[config.mk]
export PLATFORM = sky130hd
export DESIGN_NAME = mem_port_arbiter_flat
export DESIGN_NICKNAME = d
export VERILOG_FILES = /design/src/rtl/mem_port_if.sv /design/src/rtl/mem_port_arbiter.sv /design/src/flat_wrapper.sv
export SDC_FILE = /design/constraint.sdc
export NUM_CORES = 1
export LEC_CHECK = 0
export BUFFER_PORTS_ARGS = -buffer_cell sky130_fd_sc_hd__buf_4
export CAP_MARGIN = 10
export CORE_AREA = 2 2 117 119
export CTS_BUF_LIST = sky130_fd_sc_hd__clkbuf_16
export DETAILED_ROUTE_END_ITERATION = 10
export DIE_AREA = 0 0 119 121
export PLACE_DENSITY_LB_ADDON = 0.08
export SLEW_MARGIN = 20
export SYNTH_ARGS = -nofsm -noshare
export SYNTH_HDL_FRONTEND = slang
export SYNTH_SLANG_ARGS = --single-unit
[constraint.sdc]
create_clock -name clk -period 1.4 [get_ports clk]
set_input_delay 0 -clock clk [delete_from_list [all_inputs] [get_ports clk]]
set_output_delay 0 -clock clk [all_outputs]
set_load 0.03 [all_outputs]
[src/rtl/mem_port_if.sv]
// Bundle of the fetch, load/store and memory-side signals of the shared memory port.
// The slave modport is the arbiter's view; the master modport is the requesters plus the memory.
interface mem_port_if #(parameter int AW = 32);
  logic          if_req;
  logic [AW-1:0] if_addr;
  logic          if_ack;
  logic [31:0]   if_rdata;
  logic          d_req;
  logic          d_we;
  logic [AW-1:0] d_addr;
  logic [31:0]   d_wdata;
  logic          d_ack;
  logic [31:0]   d_rdata;
  logic [AW-1:0] mem_addr;
  logic          mem_we;
  logic [31:0]   mem_wdata;
  logic [31:0]   mem_rdata;

  modport slave (
    input  if_req, if_addr, d_req, d_we, d_addr, d_wdata, mem_rdata,
    output if_ack, if_rdata, d_ack, d_rdata, mem_addr, mem_we, mem_wdata
  );

  modport master (
    output if_req, if_addr, d_req, d_we, d_addr, d_wdata, mem_rdata,
    input  if_ack, if_rdata, d_ack, d_rdata, mem_addr, mem_we, mem_wdata
  );
endinterface

[src/rtl/mem_port_arbiter.sv]
// Arbitrates the single unified memory port between fetch and load/store.
// Each access runs IDLE->ISSUE->(WAIT)->RESP. Data has priority, and an aging counter keeps fetch from starving.
module mem_port_arbiter #(
  parameter int AW         = 32,
  parameter int RD_LAT     = 1,
  parameter int STARVE_MAX = 4
) (
  input  logic     clk,
  input  logic     rst,
  mem_port_if.slave bus
);
  localparam int SW = $clog2(STARVE_MAX + 1);
  localparam int CW = (RD_LAT > 1) ? $clog2(RD_LAT) : 1;

  typedef enum logic [1:0] {IDLE, ISSUE, WAIT, RESP} state_e;

  state_e        state_q, state_d;
  logic          own_fetch_q, own_fetch_d;
  logic          we_q, we_d;
  logic [AW-1:0] mem_addr_q, mem_addr_d;
  logic [31:0]   mem_wdata_q, mem_wdata_d;
  logic          mem_we_q, mem_we_d;
  logic [CW-1:0] wait_cnt_q, wait_cnt_d;
  logic [SW-1:0] starve_cnt_q, starve_cnt_d;
  logic          if_ack_q, if_ack_d;
  logic          d_ack_q, d_ack_d;
  logic [31:0]   if_rdata_q, if_rdata_d;
  logic [31:0]   d_rdata_q, d_rdata_d;
  logic          starved;
  logic          fetch_win;

  assign starved   = (starve_cnt_q == SW'(STARVE_MAX));
  assign fetch_win = bus.if_req && (!bus.d_req || starved);

  always_comb begin
    state_d      = state_q;
    own_fetch_d  = own_fetch_q;
    we_d         = we_q;
    mem_addr_d   = mem_addr_q;
    mem_wdata_d  = mem_wdata_q;
    mem_we_d     = 1'b0;
    wait_cnt_d   = wait_cnt_q;
    starve_cnt_d = starve_cnt_q;
    if_ack_d     = 1'b0;
    d_ack_d      = 1'b0;
    if_rdata_d   = if_rdata_q;
    d_rdata_d    = d_rdata_q;
    case (state_q)
      IDLE: begin
        if (bus.if_req || bus.d_req) begin
          state_d     = ISSUE;
          own_fetch_d = fetch_win;
          if (fetch_win) begin
            mem_addr_d   = bus.if_addr;
            we_d         = 1'b0;
            starve_cnt_d = '0;
          end else begin
            mem_addr_d  = bus.d_addr;
            we_d        = bus.d_we;
            mem_wdata_d = bus.d_wdata;
            // Registered so the write strobe is high exactly during ISSUE.
            mem_we_d    = bus.d_we;
            if (bus.if_req && !starved) starve_cnt_d = starve_cnt_q + 1'b1;
          end
        end
      end
      ISSUE: begin
        wait_cnt_d = '0;
        if (we_q) begin
          state_d = RESP;
          d_ack_d = 1'b1;
        end else begin
          state_d = WAIT;
        end
      end
      WAIT: begin
        if (wait_cnt_q == CW'(RD_LAT - 1)) begin
          state_d = RESP;
          if (own_fetch_q) begin
            if_rdata_d = bus.mem_rdata;
            if_ack_d   = 1'b1;
          end else begin
            d_rdata_d = bus.mem_rdata;
            d_ack_d   = 1'b1;
          end
        end else begin
          wait_cnt_d = wait_cnt_q + 1'b1;
        end
      end
      RESP:    state_d = IDLE;
      default: state_d = IDLE;
    endcase
  end

  always_ff @(posedge clk) begin
    if (rst) begin
      state_q      <= IDLE;
      own_fetch_q  <= 1'b1;
      we_q         <= 1'b0;
      mem_addr_q   <= '0;
      mem_wdata_q  <= '0;
      mem_we_q     <= 1'b0;
      wait_cnt_q   <= '0;
      starve_cnt_q <= '0;
      if_ack_q     <= 1'b0;
      d_ack_q      <= 1'b0;
      if_rdata_q   <= '0;
      d_rdata_q    <= '0;
    end else begin
      state_q      <= state_d;
      own_fetch_q  <= own_fetch_d;
      we_q         <= we_d;
      mem_addr_q   <= mem_addr_d;
      mem_wdata_q  <= mem_wdata_d;
      mem_we_q     <= mem_we_d;
      wait_cnt_q   <= wait_cnt_d;
      starve_cnt_q <= starve_cnt_d;
      if_ack_q     <= if_ack_d;
      d_ack_q      <= d_ack_d;
      if_rdata_q   <= if_rdata_d;
      d_rdata_q    <= d_rdata_d;
    end
  end

  assign bus.if_ack    = if_ack_q;
  assign bus.if_rdata  = if_rdata_q;
  assign bus.d_ack     = d_ack_q;
  assign bus.d_rdata   = d_rdata_q;
  assign bus.mem_addr  = mem_addr_q;
  assign bus.mem_we    = mem_we_q;
  assign bus.mem_wdata = mem_wdata_q;

  // Requesters must hold their fields while a request is pending and not yet acked.
  a_if_hold: assert property (@(posedge clk) disable iff (rst)
    (bus.if_req && $past(bus.if_req) && !$past(bus.if_ack)) |-> (bus.if_addr == $past(bus.if_addr)));
  a_d_hold: assert property (@(posedge clk) disable iff (rst)
    (bus.d_req && $past(bus.d_req) && !$past(bus.d_ack)) |->
    (bus.d_addr == $past(bus.d_addr) && bus.d_we == $past(bus.d_we) && bus.d_wdata == $past(bus.d_wdata)));
endmodule

[src/flat_wrapper.sv]
// flat-port wrapper written by rule: the top's interface ports become plain ports
module mem_port_arbiter_flat 
#(
  parameter int AW         = 32,
  parameter int RD_LAT     = 1,
  parameter int STARVE_MAX = 4
)
  (clk, rst, bus_if_req, bus_if_addr, bus_d_req, bus_d_we, bus_d_addr, bus_d_wdata, bus_mem_rdata, bus_if_ack, bus_if_rdata, bus_d_ack, bus_d_rdata, bus_mem_addr, bus_mem_we, bus_mem_wdata);
  mem_port_if #(.AW(AW)) bus_i ();
  input  logic clk;
  input  logic rst;
  input wire logic [$bits(bus_i.if_req)-1:0] bus_if_req;
  input wire logic [$bits(bus_i.if_addr)-1:0] bus_if_addr;
  input wire logic [$bits(bus_i.d_req)-1:0] bus_d_req;
  input wire logic [$bits(bus_i.d_we)-1:0] bus_d_we;
  input wire logic [$bits(bus_i.d_addr)-1:0] bus_d_addr;
  input wire logic [$bits(bus_i.d_wdata)-1:0] bus_d_wdata;
  input wire logic [$bits(bus_i.mem_rdata)-1:0] bus_mem_rdata;
  output wire logic [$bits(bus_i.if_ack)-1:0] bus_if_ack;
  output wire logic [$bits(bus_i.if_rdata)-1:0] bus_if_rdata;
  output wire logic [$bits(bus_i.d_ack)-1:0] bus_d_ack;
  output wire logic [$bits(bus_i.d_rdata)-1:0] bus_d_rdata;
  output wire logic [$bits(bus_i.mem_addr)-1:0] bus_mem_addr;
  output wire logic [$bits(bus_i.mem_we)-1:0] bus_mem_we;
  output wire logic [$bits(bus_i.mem_wdata)-1:0] bus_mem_wdata;
  assign bus_i.if_req = bus_if_req;
  assign bus_i.if_addr = bus_if_addr;
  assign bus_i.d_req = bus_d_req;
  assign bus_i.d_we = bus_d_we;
  assign bus_i.d_addr = bus_d_addr;
  assign bus_i.d_wdata = bus_d_wdata;
  assign bus_i.mem_rdata = bus_mem_rdata;
  assign bus_if_ack = bus_i.if_ack;
  assign bus_if_rdata = bus_i.if_rdata;
  assign bus_d_ack = bus_i.d_ack;
  assign bus_d_rdata = bus_i.d_rdata;
  assign bus_mem_addr = bus_i.mem_addr;
  assign bus_mem_we = bus_i.mem_we;
  assign bus_mem_wdata = bus_i.mem_wdata;
  mem_port_arbiter #(.AW(AW), .RD_LAT(RD_LAT), .STARVE_MAX(STARVE_MAX)) u_core (.clk(clk), .rst(rst), .bus(bus_i));
endmodule
Word-level counts from Yosys, hierarchy flattened:

Index checks and enable logic that the tools add are counted.

* word-level logic and storage cells: 58
* register bits after elaboration: 139
* output and inout bits: 131
* bits of input ports: 133

* equality and inequality tests: 6
* bitwise gates (word level): 6
* multiplexer cells: 15
* reduce and logical (&&, ||, !) cells: 17
* add/sub/neg operators: 2

Operator list (count)
* 32-bit 2-to-1 mux: 1
* 3-bit AND reduction: 4
* 2-bit one-hot mux with 4 select lines: 1
* 1-bit 2-to-1 mux: 7
* 3-bit 2-to-1 mux: 2
* 1-bit NOT: 6
* 3-bit OR reduction: 2
* 2-bit equality test (second input constant): 2
* 2-bit 2-to-1 mux: 2
* 1-bit one-hot mux with 2 select lines: 2
* 2-bit AND reduction: 2
* 2-bit nonzero test: 2
* 3-bit by 1-bit adder with 3-bit output (second input constant): 1
* 3-bit equality test (second input constant): 1
* 2-bit by 1-bit equality test with 1-bit output (second input constant): 1
* 1-bit logical AND: 2
* 1-bit zero test: 2
* 2-bit zero test: 1
* 1-bit logical OR: 2
* 2-bit by 1-bit inequality test with 1-bit output (second input constant): 1
* 2-bit inequality test (second input constant): 1
* 1-bit adder (second input constant): 1

Logic depth before layout (Yosys ltp):

* word-level depth: 5
* depth in mapped cells: 7
* mapped depth without buffers: 5

Worst setup path after synthesis:

Ideal clock, no wire load.

* kind: reg2reg
* from: register u_core.state_q[1]
* to: register u_core.own_fetch_q
* clock period less this slack: 1.461 ns
* arrival time: 1.341 ns
* required time: 1.280 ns
* buffers on the path: 1
* setup time: 0.120 ns
* path slack: -0.061 ns
* cell stages (with the launch flop): 7
* path through: dfxtp_1 inv_1 ha_1 and2_1 buf_4 and2_4 a211o_1

* word-level cells in the longest chain between the ends: 2

Ends and longest elaborated chain
* start, declared: line mem_port_arbiter.sv:17 `state_e state_q, state_d;`
* start signal, assigned: line mem_port_arbiter.sv:110 `state_q <= state_d;`
* 2-bit zero test: line mem_port_arbiter.sv:48 `case (state_q)`
* 2-bit AND reduction (no line)
* end signal, assigned: line mem_port_arbiter.sv:111 `own_fetch_q <= own_fetch_d;`
* end, declared: line mem_port_arbiter.sv:18 `logic own_fetch_q, own_fetch_d;`

No other way between the ends.
A chain may end at the register's enable or synchronous reset.

Final worst setup path:

* from: register u_core.state_q[1]
* to: register u_core.mem_addr_q[16] (netlist: u_core.bus.mem_addr[16])

* word-level cells in the longest chain between the ends: 2

Ends and longest elaborated chain
* 2-bit zero test: line mem_port_arbiter.sv:48
* 2-bit AND reduction (no line)
* end signal, assigned: line mem_port_arbiter.sv:113 `mem_addr_q <= mem_addr_d;`
* end, declared: line mem_port_arbiter.sv:20 `logic [AW-1:0] mem_addr_q, mem_addr_d;`

No other way between the ends.

==> flow_results.org <==
** Die
- Total die area :: 14400 sq um
- In this run the horizontal extent of the chip is 119 um.
- Starting density of the core :: 0.403
- The core region is 13100 sq um.
- Number of standard-cell rows in the floorplan :: 42
- Measured along the y axis, the die boundary spans 121 um.
- During I/O placement, the number of pins put on the boundary was 264.

** Worst setup path
- Worst Setup Start Kind :: flip-flop
- The critical path is of the reg -> reg type.
- Critical Path Fanout Max :: 8
- Data on the critical path arrives at its endpoint at 1750 ps.
- Kind of capture point of the worst setup path :: flip-flop
- Worst path required time :: 1740 ps
- Register-to-register setup slack :: -10 ps

** Global routing
- Across every metal layer, demand over resource in global routing totals 0.258.
- Sum of overflow across all layers after global routing :: 0
- Antenna violations before repair :: 0
- Maximum number of pins on one net before global-route repair :: 48
- The number of global-route vias before repair came to 6181.
- The first global-routing pass estimated 29800 um of wire.

** Synthesis
- The share of synthesized area in the top cell type comes to 0.524.
- Number of enable-type register cells in the synthesized netlist :: 0
- After synthesis the netlist holds a flip-flop and latch count of 138.
- Fraction of registers with async set or reset after synthesis :: 0
- Warnings, synthesis :: 0
- The synthesized netlist occupies a cell area of 5270 sq um.
- Counting every instance in the synthesized netlist gives 624.
- For this run, the leading register cell type out of synthesis is dfxtp_1.
- Fraction of the yosys area taken by sequential cells :: 0.524
- Counting every net in the synthesized netlist gives 763.
- Yosys mapped the design onto 30 distinct sky130hd cell types.
- Post-synth top area cell :: dfxtp_1
- Average cell area after synthesis :: 8.45 sq um
- Cell types occupying the most area after synthesis :: dfxtp_1 (52%), a21oi_1 (12%), nand2_1 (9.3%)

** CTS
- In this run the number of H-tree levels came out at 4.
- Number of buffers added by the clock tree synthesis step :: 17
- The tree built by TritonCTS fans out to 138 sinks.
- In this run the deepest clock path goes through 2 buffers.
- The tree is rooted in a clkbuf_16.
- Clock-pin transition on the worst setup and hold timing paths :: 60 ps
- TritonCTS clock tree :: done
- Clock latency at the later pin of the worst-skew pair :: 420 ps

** Run status
- The final reports fail on negative setup slack.
- Outcome :: finished, violations left

** Drt
- Detailed Routing Iterations Pass 1 :: 6
- After detailed routing, the number of vias per cell comes to 5.19.
- The first routing iteration left 444 violations.
- In the final routed layout, each cell accounts on average for 16.3 um.
- For this run, design rule violations remaining after detail routing come to 0.
- Antenna Violating Nets Remaining :: 0
- The routed layout has 6230 vias.
- For this block, the routed nets add up to 19600 um of wire.

** Place
- PortBufs :: 263
- HPWL Detailed :: 11500 um
- The congestion estimate from routability-driven global placement came to 0.831.
- After detailed placement, the design holds a cell count of 1033.

** Cells and area
- After the flow finishes, the layout carries non-filler instances totaling 1201.
- Proportion of layout cells with a drive suffix above 1 :: 0.352
- From synthesis to final layout, the design area changed by 85.8%.
- Most common library cell in the layout ignoring fill and taps :: buf_4
- N_diodes :: 0
- The filler cells instantiated in the layout total 901.
- Total Nets Final :: 1152
- Most frequent cells in the layout :: buf_4 (276), dfxtp_1 (135), nand2_1 (131)
- Once layout is complete, the utilization of the core stands at 0.749.

** Min path
- Type of the most critical hold path :: in -> reg

** Timing
- Normalized max-slew margin :: 0.645
- Timing-limited maximum frequency :: 709 MHz
- The final-report hold violation count is 0.
- Of the available clock period, the critical path in the final layout requires 1.01.
- Shortest clock period the worst path allows after layout :: 1410 ps
- Final setup vio count :: 3
- Pin slew with the least headroom to its limit :: 532 ps
- RSZ-0062 raised after global routing :: yes
- Number of slew-limit violations in the final report :: 0
- Once routing completed, OpenROAD measured the worst setup slack at -10.8 ps.
- Clock skew after layout :: 8.46 ps

** Power and ir drop
- Summed over all cells, the static leakage comes to 4.08 nW.
- Total power divided by cell area :: 1680 nW/um^2
- Power, Total :: 0.0164 W
- IR analysis of the VDD net gives a maximum drop of 1.05 mV.

** Run
- Count of max-cap constraint violations :: 0
flip-flops by register name, indices dropped and copies added (netlist names):
register and count:
u_core.bus.d_ack 1, u_core.bus.d_rdata 32, u_core.bus.if_ack 1, u_core.bus.if_rdata 32
u_core.bus.mem_addr 32, u_core.bus.mem_wdata 32, u_core.bus.mem_we 1, u_core.own_fetch_q 1
u_core.starve_cnt_q 3, u_core.state_q 2, u_core.we_q 1
layer usage:
layer  up-vias  part of all wire  GRT usage
met5         -                 0          0
met4         0             0.031      0.122
met3        50             0.073     0.0691
met2       305              0.50      0.445
met1      2906              0.40      0.298
li1       2969                 -          -
critical path, cell delays in order, from the launching register on:
cell and delay [ps]:
dfxtp_4 370, inv_4 50, ha_4 170, buf_6 120, o21ai_4 170, clkbuf_16 250, a32oi_2 50, a21oi_1 150
cell families after synthesis:
logic type / count (synthesis) / synth area share
xor gates and xnor gates: 2 / 0.00332
and+or+nand+nor: 213 / 0.174
adders and majority gates: 6 / 0.0142
DFF: 138 / 0.524
AOI/OAI and AO/OA: 200 / 0.217
muxes: 2 / 0.00380
buffers and inverters: 63 / 0.0641
Yosys cell counts (2+ instances only):
| cell type | n |
|---|---|
| o21ai_1 | 3 |
| o21ai_0 | 29 |
| a32oi_1 | 32 |
| nand2_1 | 131 |
| dfxtp_1 | 138 |
| nor3_1 | 3 |
| and2_1 | 3 |
| nor2_1 | 3 |
| nor3b_1 | 2 |
| inv_1 | 4 |
| mux2i_1 | 2 |
| ha_1 | 6 |
| buf_6 | 5 |
| buf_2 | 21 |
| nand3_1 | 67 |
| buf_4 | 10 |
| a21oi_1 | 130 |
| clkbuf_1 | 23 |
through the flow:
stage / TNS [ps] / hold WS, ps / setup slack [ps] / cell area (sq um)
global placement: -24.1 / 257 / -24.1 / 7530
finish: -26.6 / 53.1 / -10.8 / 9790
floorplan: 0 / 136 / 6.90 / 5280
detailed placement: -2040 / 265 / -88.4 / 7530
CTS: 0 / 10.9 / 2.27 / 9480
global route: -1270 / 66.5 / -82.3 / 9790
where the power goes:
part,internal (W),switching [W],leakage (nW)
Combinational,0.00299,0.00365,2.66
Sequential,0.00461,0.000417,1.13
Clock,0.00313,0.00164,0.299
repair_timing:
action,CTS,global route
setup buffers,0,1
gates cloned,0,7
setup endpoints to repair,80,100
pin swaps,3,21
hold buffers,129,0
gates resized for setup,8,45
endpoints found under the hold margin,130,0
area by class of cell:
type                    instances  area [sq um]  area share
clock buffers                  17           425      0.0434
clock inverters                14           203      0.0207
inverters                       4          17.5     0.00179
multi-input cells             423          2330       0.238
flip-flops and latches        138          2770       0.283
well taps                     176           220      0.0225
repair buffers                429          3830       0.391
worst paths after layout:
check	start	endpoint	cells past startpoint
worst max-delay path	u_core.state_q[1]$_SDFFE_PP0P_	u_core.bus.mem_addr[16]$_SDFFE_PP0N_	7
worst min-delay path	rst	u_core.bus.mem_we$_SDFF_PP0_	2
worst max register to register	u_core.state_q[1]$_SDFFE_PP0P_	u_core.bus.mem_addr[16]$_SDFFE_PP0N_	7
worst min register to register	u_core.bus.d_rdata[16]$_SDFFE_PP0P_	u_core.bus.d_rdata[16]$_SDFFE_PP0P_	2
(Power assumes the default switching activity.)
